===== src/rtl/io_pkg.sv =====
// rtl/io_pkg.sv - shared I/O constants for the switch debouncer and LED output block
package io_pkg;

    localparam int IO_WIDTH                = 24;
    localparam int DEBOUNCE_DIV_DEFAULT    = 50000;
    localparam int DEBOUNCE_STABLE_DEFAULT = 4;

    // Bits needed for a counter that must hold every value 0..max_val (never less than 1).
    function automatic int cnt_width(input int max_val);
        return (max_val < 2) ? 1 : $clog2(max_val + 1);
    endfunction

endpackage


===== src/rtl/sample_tick_gen.sv =====
// rtl/sample_tick_gen.sv - free-running prescaler producing one sample tick every DIV clocks
module sample_tick_gen
    import io_pkg::*;
#(
    parameter int DIV = DEBOUNCE_DIV_DEFAULT
) (
    input  logic clk,
    input  logic rst,
    output logic tick
);

    localparam int            CW   = cnt_width(DIV - 1);
    localparam logic [CW-1:0] LAST = CW'(DIV - 1);

    logic [CW-1:0] r_count;
    logic          w_wrap;

    // With DIV = 1 the count is pinned at 0 and the tick is permanently high.
    assign w_wrap = (r_count == LAST);
    assign tick   = w_wrap;

    // Count 0..DIV-1 and wrap back to 0.
    always_ff @(posedge clk or negedge rst) begin
        if (!rst) begin
            r_count <= '0;
        end else if (w_wrap) begin
            r_count <= '0;
        end else begin
            r_count <= r_count + CW'(1);
        end
    end

endmodule


===== src/rtl/switch_debounce.sv =====
// rtl/switch_debounce.sv - per-bit synchronizer and sample-counting debouncer for board switches
module switch_debounce
    import io_pkg::*;
#(
    parameter int WIDTH  = IO_WIDTH,
    parameter int DIV    = DEBOUNCE_DIV_DEFAULT,
    parameter int STABLE = DEBOUNCE_STABLE_DEFAULT
) (
    input  logic             clk,
    input  logic             rst,
    input  logic [WIDTH-1:0] sw_in,
    output logic [WIDTH-1:0] sw_out,
    output logic             sw_event
);

    localparam int            CW       = cnt_width(STABLE);
    localparam logic [CW-1:0] LAST_CNT = CW'(STABLE - 1);

    logic             w_tick;
    logic [WIDTH-1:0] w_change;
    logic             r_sw_event;

    sample_tick_gen #(
        .DIV (DIV)
    ) u_tick (
        .clk  (clk),
        .rst  (rst),
        .tick (w_tick)
    );

    for (genvar gi = 0; gi < WIDTH; gi++) begin : g_bit
        logic          r_s1;
        logic          r_s2;
        logic          r_out;
        logic [CW-1:0] r_cnt;
        logic          w_differs;
        logic          w_settled;

        // The counter never passes STABLE-1: reaching it on a differing tick commits the bit.
        assign w_differs    = (r_s2 != r_out);
        assign w_settled    = (r_cnt == LAST_CNT);
        assign w_change[gi] = w_tick & w_differs & w_settled;
        assign sw_out[gi]   = r_out;

        // Two-flop synchronizer for the raw asynchronous switch.
        always_ff @(posedge clk or negedge rst) begin
            if (!rst) begin
                r_s1 <= 1'b0;
                r_s2 <= 1'b0;
            end else begin
                r_s1 <= sw_in[gi];
                r_s2 <= r_s1;
            end
        end

        // On each tick: count consecutive differing samples, drop glitches, commit when stable.
        always_ff @(posedge clk or negedge rst) begin
            if (!rst) begin
                r_cnt <= '0;
                r_out <= 1'b0;
            end else if (w_tick) begin
                if (!w_differs || w_settled) begin
                    r_cnt <= '0;
                end else begin
                    r_cnt <= r_cnt + CW'(1);
                end
                if (w_change[gi]) begin
                    r_out <= r_s2;
                end
            end
        end
    end

    // One strobe per output update, however many bits moved on that edge.
    always_ff @(posedge clk or negedge rst) begin
        if (!rst) begin
            r_sw_event <= 1'b0;
        end else begin
            r_sw_event <= |w_change;
        end
    end

    assign sw_event = r_sw_event;

endmodule

===== config.mk =====
export PLATFORM = sky130hd
export DESIGN_NAME = switch_debounce
export DESIGN_NICKNAME = d
export VERILOG_FILES = /design/src/rtl/io_pkg.sv /design/src/rtl/sample_tick_gen.sv /design/src/rtl/switch_debounce.sv
export SDC_FILE = /design/constraint.sdc
export NUM_CORES = 1
export LEC_CHECK = 0
export BUFFER_PORTS_ARGS = -buffer_cell sky130_fd_sc_hd__buf_2
export CAP_MARGIN = 0
export CORE_MARGIN = 3
export CORE_UTILIZATION = 65
export DETAILED_ROUTE_END_ITERATION = 8
export PLACE_DENSITY = 0.85
export SYNTH_ARGS = -nofsm -noshare
export SYNTH_HDL_FRONTEND = slang
export SYNTH_SLANG_ARGS = --single-unit

===== constraint.sdc =====
create_clock -name clk -period 3 [get_ports clk]
set_clock_uncertainty 0.15 [all_clocks]
set_input_delay 0.3 -clock clk [delete_from_list [all_inputs] [get_ports clk]]
set_output_delay 0.3 -clock clk [all_outputs]
set_load 0.1 [all_outputs]

==> reports/summary.txt, run 1 <==
Status: completed
Initial antenna violation count: 0
Asr flop ratio synth: 100%
Initial DRC Count: 218
Die H: 111 µm
Top cell type by total area after synthesis: dfrtp_1
Pwr dens: 538 nW/µm²
CTS root buf: clkbuf_8
Core footprint: 10500 µm²
GR Util All Layers: 21.7%
MaxCap Viol Count: 0
Final setup vio count: 0
Cells after Synth: 615
Syn Area/Cell: 11.6 µm²
Largest net degree at the start of global routing: 77
Worst-Skew Late Latency: 0.53 ns
Final hold violations: 0
Final min period: 2.28 ns
LEAKAGE: 4.21 nW
Placed Cells incl. Taps: 764
Post-synth top flop: dfrtp_1
I/O pin count: 51
Post-synth top area share: 56.5%
Detail Placement HPWL: 7.60 mm
Finished Layout Cells: 821
Residual DRC: 0
Total gr overflow: 0
Clk pwr share: 46.8%
DIE AREA: 12300 µm²
Fin crit share: 76.0%
Die width: 111 µm
Reg2reg setup slack: 0.72 ns
Clock Path Buffers: 2
DRT Pass-1 Iters: 5
Fmax: 438 MHz
First-pass GRT wire length: 21.7 mm
Routed via count: 4477
Nets: 747
Post-synth EDFFs: 0
Setup Fix Bufs, Post-CTS: 0
Clk pin slew, worst setup/hold paths: 0.06 ns
Post-route cell area: 8180 µm²
Distinct cells, synth: 30
Switching share of power: 21.4%
Setup crit end kind: flip-flop
Sw Pwr: 0.000940 W
PostCTS Resize Cnt: 0
Post-Route WL: 12.2 mm
Routed Antenna Nets: 0
Internal power: 0.00346 W
Register area share after synthesis: 56.5%
Synth area leaders: dfrtp_1, ha_1, xor2_1
RSZ-0062 raised after global routing: no
DP Area: 7360 µm²
Maximum VDD drop: 0.000508 V
Worst EP required: 3.31 ns
Worst Max-Slew Pin Slew: 0.602 ns
Worst-path fanout max: 45
Initial Utilization: 67.9%
Share of cells above drive strength 1: 13.1%
Total Neg Setup Slack: 0 ns
Mapped Area: 7140 µm²
Sequential share of power: 50.5%
Most numerous cell in the Yosys netlist: dfrtp_1
Yosys reg bits: 161
Via-per-instance ratio: 5.45
Clk sinks: 161
Routability congestion estimate: 0.766
IO buf count: 50
Inserted Clock Buffers: 17
Worst min path class: in -> async
Layout area overhead: 14.6%
Power share of the combinational group: 2.7%
Rows: 37
Mapped Nets: 690
DR WL/cell: 14.8 µm
Slew HR: 59.9%
Kind of critical path: reg -> reg
Crit start category: flip-flop
CTS tree: done
Worst Path Arrival: 2.59 ns
Synth warn: 0
CTS HTree Levels: 4
Antenna fix cells: 0
Final slew viol count: 0
Vias in the first global route: 4818
Synth top cells by count: dfrtp_1, nand2_1, inv_1
repair_timing:
item,in CTS,in global routing
endpoints found under the hold margin,88,0
endpoints found under the setup margin,0,0
hold buffers,25,0
critical path, stage by stage, from the launching register on:
cell,delay [ns]
dfrtp_1,0.37
ha_1,0.23
nand3_2,0.12
nor4_2,0.26
nand4_1,0.22
buf_4,0.32
or3_1,0.42
o21ai_1,0.10
power by group through the flow:
stage / clock, W / combinational [W] / sequential (W)
5_1_grt: 0.00219 / 0.000135 / 0.00222
3_5_place_dp: 0 / 0.0000949 / 0.00226
2_1_floorplan: 0 / 0.0000258 / 0.00226
6_report: 0.00206 / 0.000118 / 0.00222
4_1_cts: 0.00209 / 0.000121 / 0.00222
3_3_place_gp: 0 / 0.0000914 / 0.00226
final timing paths:
check,startpoint,endpoint,cells after the start
worst min register to register,g_bit[11].r_s1,g_bit[11].r_s2,0
max in group asynchronous,rst,g_bit[15].r_cnt[0],3
worst max-delay path,u_tick.r_count[0],g_bit[22].r_cnt[2],7
min in group clk,g_bit[11].r_s1,g_bit[11].r_s2,0
worst max register to register,u_tick.r_count[0],g_bit[22].r_cnt[2],7
worst min-delay path,rst,g_bit[4].r_out,2
cell usage in the layout, fill, tap and decap left out:
cell and instances:
buf_12 3, buf_6 1, a22oi_1 6, inv_1 51
xnor2_1 7, and4_2 1, o21ai_1 17, nand3_2 1
clkinv_4 3, buf_4 3, o31ai_1 24, dfrtp_1 161
buf_2 49, clkbuf_8 2, nor2_1 14, clkinvlp_4 3
o21ai_0 7, nand4_1 4, bufinv_16 2, or3_1 25
clkbuf_1 1, nor4_2 1, clkbuf_16 16, inv_6 1
a221oi_1 3, nand3_1 4, or4b_1 1, ha_1 49
xor2_1 31, dlygate4sd3_1 25, a21o_1 24, nor3_1 28
and2_1 3, clkinv_2 4, mux2_1 24, o31a_1 1
nand2b_1 25, a22o_1 3, nand2_1 57
cell families (layout without fill, tap and decap cells):
logic type | after synthesis | after routing | share of synthesized area [%]
mux | 24 | 24 | 3.79
buf+inv | 94 | 164 | 6.71
fa+ha+maj | 49 | 49 | 8.59
flops | 161 | 161 | 56.5
xor+xnor | 38 | 38 | 4.66
simple gates | 164 | 164 | 11.6
compound gates | 85 | 85 | 8.22
metrics by stage:
stage / power, W / util, % / setup slack (ns) / hold slack [ns]
after floorplan: 0.00228 / - / 1.06 / -0.146
after global placement: 0.00235 / 70.0 / 0.875 / 0.176
after detailed placement: 0.00235 / 70.0 / 0.809 / 0.183
after CTS: 0.00443 / 77.8 / 0.722 / 0.196
after global routing: 0.00454 / 77.8 / 0.536 / 0.205
final: 0.00440 / 77.8 / 0.719 / 0.162
area by class of cell:
class                           count  area [µm²]
Clock buffer                       19         432
Clock inverter                     13         138
Fill cell                         618        2330
Inverter                           51         191
Multi-Input combinational cell    360        2630
Sequential cell                   161        4030
Tap cell                          136         170
Timing Repair Buffer               81         589
per-layer routing:
layer	vias up	global-route usage (%)	share of wire, %
met4	0	8.70	2.1
met5	-	0	0
met1	2210	26.7	44
li1	2173	-	-
met2	71	37.0	51
met3	23	5.02	2.9
sequential cells by signal, summed over array words and instances, names as in the netlist:
| signal | count |
|---|---|
| g_bit.r_s1 | 24 |
| g_bit.r_cnt | 72 |
| g_bit.r_out | 24 |
| g_bit.r_s2 | 24 |
| sw_event | 1 |
| u_tick.r_count | 16 |
(Power assumes the default switching activity.)
==> inputs of run 2 (changes only) <==
Settings changed: CORE_UTILIZATION 65 to 60, PLACE_DENSITY 0.85 to 0.79.
Clock period 3 ns to 2.27 ns, I/O delays scaled along.
==> reports/summary.txt, run 2 (synthesis gave the netlist of run 1 again) <==
Antenna fix cells: 0 (unchanged)
Fmax: 462 MHz (was 438 MHz)
Post-route cell area: 8340 µm² (was 8180 µm²)
Most frequent cells in the layout: dfrtp_1, nand2_1, inv_1 (unchanged)
Core footprint: 11500 µm² (was 10500 µm²)
Final slew viol count: 0 (unchanged)
Routability congestion estimate: 0.786 (was 0.766)
Detail Placement HPWL: 8.00 mm (was 7.60 mm)
Initial antenna violation count: 0 (unchanged)
I/O pin count: 51 (unchanged)
DR WL/cell: 15.3 µm (was 14.8 µm)
Power Total: 0.00590 W (was 0.00440 W)
Worst-path cell chain: ha_2, nand3_2, nor4_4, nand4_1, buf_4, buf_6, or3_1, o21ai_0 (was ha_1, nand3_2, nor4_2, nand4_1, buf_4, or3_1, o21ai_1)
Fill cell count: 765 (was 618)
CP max-delay cell: or3_1 (unchanged)
DP Area: 7430 µm² (was 7360 µm²)
Rows: 39 (was 37)
Kind of critical path: reg -> reg (unchanged)
Die width: 115 µm (was 111 µm)
Crit start category: flip-flop (unchanged)
Vias in the first global route: 4678 (was 4818)
Initial Utilization: 62.0% (was 67.9%)
Worst-path fanout max: 27 (was 45)
Initial DRC Count: 250 (was 218)
Status: completed (unchanged)
Pwr dens: 707 nW/µm² (was 538 nW/µm²)
Fin crit share: 95.3% (was 76.0%)
Worst Path Arrival: 2.34 ns (was 2.59 ns)
Setup crit end kind: flip-flop (unchanged)
DIE AREA: 13200 µm² (was 12300 µm²)
Final hold violations: 0 (unchanged)
CTS HTree Levels: 4 (unchanged)
Cell family with the largest share of critical-path delay: simple AND/OR/NAND/NOR gates (unchanged)
Top reg by flops: g_bit.r_cnt (unchanged)
Nets: 758 (was 747)
CTS tree: done (unchanged)
Worst EP required: 2.45 ns (was 3.31 ns)
Worst path max stage delay: 0.37 ns (was 0.42 ns)
Via-per-instance ratio: 5.42 (was 5.45)
CP bufs+invs: 2 (was 1)
CTS root buf: clkbuf_16 (was clkbuf_8)
Largest net degree at the start of global routing: 84 (was 77)
Clock Path Buffers: 2 (unchanged)
Routed Antenna Nets: 0 (unchanged)
Worst Max-Slew Pin Slew: 0.536 ns (was 0.602 ns)
Die H: 115 µm (was 111 µm)
Share of cells above drive strength 1: 14.4% (was 13.1%)
Maximum VDD drop: 0.000848 V (was 0.000508 V)
Placed Cells incl. Taps: 776 (was 764)
LEAKAGE: 4.28 nW (was 4.21 nW)
Final min period: 2.16 ns (was 2.28 ns)
Clk sinks: 161 (unchanged)
Largest register FFs: 72 (unchanged)
IO buf count: 50 (unchanged)
Worst-Skew Late Latency: 0.42 ns (was 0.53 ns)
MaxCap Viol Count: 0 (unchanged)
Residual DRC: 0 (unchanged)
WHS: 0.184 ns (was 0.162 ns)
Final setup vio count: 0 (unchanged)
DRT Pass-1 Iters: 4 (was 5)
GR Util All Layers: 20.1% (was 21.7%)
Routed via count: 4544 (was 4477)
Clk pin slew, worst setup/hold paths: 0.06 ns (about the same)
Commonest non-fill, non-tap cell in the layout: dfrtp_1 (unchanged)
Worst min path class: in -> async (unchanged)
Post-Route WL: 12.8 mm (was 12.2 mm)
Slew HR: 64.5% (was 59.9%)
Inserted Clock Buffers: 17 (unchanged)
Finished Layout Cells: 838 (was 821)
Layout area overhead: 16.9% (was 14.6%)
First-pass GRT wire length: 21.0 mm (was 21.7 mm)
Total gr overflow: 0 (unchanged)
run 2: cell count changes in the layout (fill, tap and decap cells not counted), moves of 2 or more:
cell	change
clkinvlp_4	-2
clkbuf_1	+2
clkbuf_16	+2
buf_6	+4
clkinv_2	-2
buf_4	+5
run 2: power by group:
group / leakage [nW] / switching, W / internal [W]
sequential: 2.12 / 0.0000200 / 0.00291
clock: 0.284 / 0.00110 / 0.00170
combinational: 1.87 / 0.0000943 / 0.0000649
run 2: layout make-up:
| cell class | count | area (µm²) | area share, % |
|---|---|---|---|
| Tap cell | 143 | 179 | 2.14 |
| Multi-Input combinational cell | 360 | 2650 | 31.7 |
| Clock inverter | 8 | 104 | 1.24 |
| Timing Repair Buffer | 92 | 717 | 8.59 |
| Clock buffer | 23 | 478 | 5.73 |
| Inverter | 51 | 191 | 2.29 |
| Sequential cell | 161 | 4030 | 48.3 |
run 2: path summary, 6_finish.rpt:
| check | from | to | slack, ns | cells after the start |
|---|---|---|---|---|
| max | u_tick.r_count[0] | g_bit[20].r_cnt[2] | 0.11 | 8 |
| min | rst | g_bit[4].r_s1 | 0.18 | 2 |
| max reg2reg | u_tick.r_count[0] | g_bit[20].r_cnt[2] | 0.11 | 8 |
| min reg2reg | g_bit[4].r_s1 | g_bit[4].r_s2 | 0.20 | 0 |
| max in group asynchronous | rst | g_bit[15].r_s1 | 1.11 | 3 |
| min in group clk | g_bit[4].r_s1 | g_bit[4].r_s2 | 0.20 | 0 |
run 2: repair_timing:
item                                    4_1_cts  5_1_grt
endpoints found under the setup margin        0       54
gates resized for setup                       0        5
hold endpoints to repair                     74        0
hold buffers                                 25        0
buffers inserted                              0        3
run 2: routing by layer:
layer	global-route usage [%]	wire length, µm	vias up
li1	-	-	2195
met1	24.4	5600	2248
met2	34.6	6540	81
met3	6.21	538	20
met4	6.42	167	0
met5	0	0	-
run 2: through the flow:
step                      setup TNS [ns]  util, %  setup WS [ns]
after floorplan                        0        -          0.334
after global placement                 0     64.5          0.117
after detailed placement               0     64.5         0.0341
after CTS                              0     71.7        0.00972
after global routing             -0.0258     72.4        -0.0258
final                                  0     72.4          0.107
==> inputs of run 3 (changes only) <==
Settings changed: CORE_ASPECT_RATIO from default to 1.5, CORE_UTILIZATION 60 to 50, PLACE_DENSITY 0.79 to 0.68.
==> reports/summary.txt, run 3 (synthesis gave the netlist of run 1 again) <==
Most frequent cells in the layout: dfrtp_1, nand2_1, inv_1 (unchanged)
Die width: 104 µm (was 115 µm)
Die H: 152 µm (was 115 µm)
DR WL/cell: 14.9 µm (was 15.3 µm)
GR Util All Layers: 16.9% (was 20.1%)
Rows: 52 (was 39)
Commonest non-fill, non-tap cell in the layout: dfrtp_1 (unchanged)
Setup crit end kind: flip-flop (unchanged)
Largest register FFs: 72 (unchanged)
Pwr dens: 721 nW/µm² (was 707 nW/µm²)
I/O pin count: 51 (unchanged)
Top reg by flops: g_bit.r_cnt (unchanged)
Reg2Reg Depth: 7 (was 8)
Initial antenna violation count: 0 (unchanged)
Routability congestion estimate: 0.836 (was 0.786)
Initial Utilization: 52.0% (was 62.0%)
Multi-input logic area: 2640 µm² (was 2650 µm²)
CTS root buf: clkbuf_16 (unchanged)
CTS tree: done (unchanged)
Layout area overhead: 17.7% (was 16.9%)
Fill cell count: 1102 (was 765)
Post-layout util: 61.2% (was 72.4%)
Clk pin slew, worst setup/hold paths: 0.06 ns (about the same)
Crit start category: flip-flop (unchanged)
Antenna fix cells: 0 (unchanged)
Detail Placement HPWL: 8.09 mm (was 8.00 mm)
Largest net degree at the start of global routing: 96 (was 84)
MaxCap Viol Count: 0 (unchanged)
Status: complete, but fails checks (was completed)
Final slew viol count: 0 (unchanged)
Kind of critical path: reg -> reg (unchanged)
Worst EP required: 2.42 ns (was 2.45 ns)
Failing checks: negative setup slack
Routed via count: 4512 (was 4544)
Total gr overflow: 0 (unchanged)
First-pass GRT wire length: 21.9 mm (was 21.0 mm)
Slew HR: 66.1% (was 64.5%)
DIE AREA: 15800 µm² (was 13200 µm²)
Final setup vio count: 1 (was 0)
Maximum VDD drop: 0.000451 V (was 0.000848 V)
Nets: 754 (was 758)
Via-per-instance ratio: 5.13 (was 5.42)
Worst Path Arrival: 2.49 ns (was 2.34 ns)
Pre-CTS setup slack: 0.0651 ns (was 0.0341 ns)
LEAKAGE: 4.29 nW (was 4.28 nW)
Worst-Skew Late Latency: 0.42 ns (about the same)
Fin crit share: 103% (was 95.3%)
Worst Max-Slew Pin Slew: 0.509 ns (was 0.536 ns)
Share of cells above drive strength 1: 14.3% (was 14.4%)
Final min period: 2.34 ns (was 2.16 ns)
CTS HTree Levels: 4 (unchanged)
Final setup margin: -0.0695 ns (was 0.107 ns)
Core footprint: 13700 µm² (was 11500 µm²)
Vias in the first global route: 4797 (was 4678)
Fmax: 427 MHz (was 462 MHz)
Worst-path fanout max: 47 (was 27)
Clk sinks: 161 (unchanged)
Initial DRC Count: 177 (was 250)
Residual DRC: 0 (unchanged)
DRT Pass-1 Iters: 4 (unchanged)
Inserted Clock Buffers: 17 (unchanged)
Clock Path Buffers: 2 (unchanged)
Post-Route WL: 13.1 mm (was 12.8 mm)
Final hold violations: 0 (unchanged)
IO buf count: 50 (unchanged)
Reg area: 4030 µm² (unchanged)
Worst min path class: in -> async (unchanged)
Routed Antenna Nets: 0 (unchanged)
-- run 3: cell types whose count changed in the layout (fill, tap and decap cells not counted), moves of 2 or more --
cell,before,now
clkbuf_1,3,0
buf_4,8,6
clkbuf_8,3,5
buf_6,5,3
-- run 3: layout make-up --
class,count,area share [%]
timing repair buffer,88,8.14
inverter,51,2.28
multi-input combinational,360,31.4
tap,189,2.81
clock buffer,22,5.88
sequential,161,47.9
clock inverter,9,1.53
-- run 3: critical path: stages, from the launching register on --
cell     delay [ns]
dfrtp_1        0.37
ha_2           0.22
nand3_2        0.12
nor4_2         0.31
nand4_1        0.24
buf_4          0.21
buf_6          0.21
o31ai_1        0.37
-- run 3: worst paths after layout --
check	from	endpoint	slack [ns]
min in group clk	g_bit[16].r_s1	g_bit[16].r_s2	0.20
setup reg to reg	u_tick.r_count[0]	g_bit[19].r_cnt[1]	-0.07
hold reg to reg	g_bit[16].r_s1	g_bit[16].r_s2	0.20
setup / recovery	u_tick.r_count[0]	g_bit[19].r_cnt[1]	-0.07
hold / removal	rst	g_bit[5].r_s2	0.19
max in group asynchronous	rst	u_tick.r_count[10]	1.09
-- run 3: metal layers --
metal	global-route usage (%)	vias to the layer above	share of wire, %
li1	-	2182	-
met1	18.8	2229	40
met2	30.5	76	54
met3	4.20	25	2.7
met4	7.54	0	2.4
met5	0	-	0
-- run 3: what timing repair did --
action,4_1_cts,5_1_grt
resized for setup,0,4
endpoints found under the setup margin,0,32
hold endpoints to repair,75,0
hold buffers,25,0
setup buffers,0,1
-- run 3: where the power goes --
| group | switching (W) | internal, W |
|---|---|---|
| Sequential | 0.0000194 | 0.00291 |
| Combinational | 0.0000948 | 0.0000660 |
| Clock | 0.00110 | 0.00187 |
-- run 3: metrics by stage --
stage / area (µm²) / TNS [ns] / hold slack [ns] / std cells / total power [W]
after floorplan: 7140 / 0 / -0.219 / 615 / 0.00301
after global placement: 7460 / 0 / 0.0690 / 820 / 0.00311
after detailed placement: 7460 / 0 / 0.0755 / 820 / 0.00312
after CTS: 8330 / 0 / 0.197 / 876 / 0.00612
after global routing: 8400 / -0.471 / 0.209 / 880 / 0.00630
final: 8400 / -0.0695 / 0.193 / 880 / 0.00606
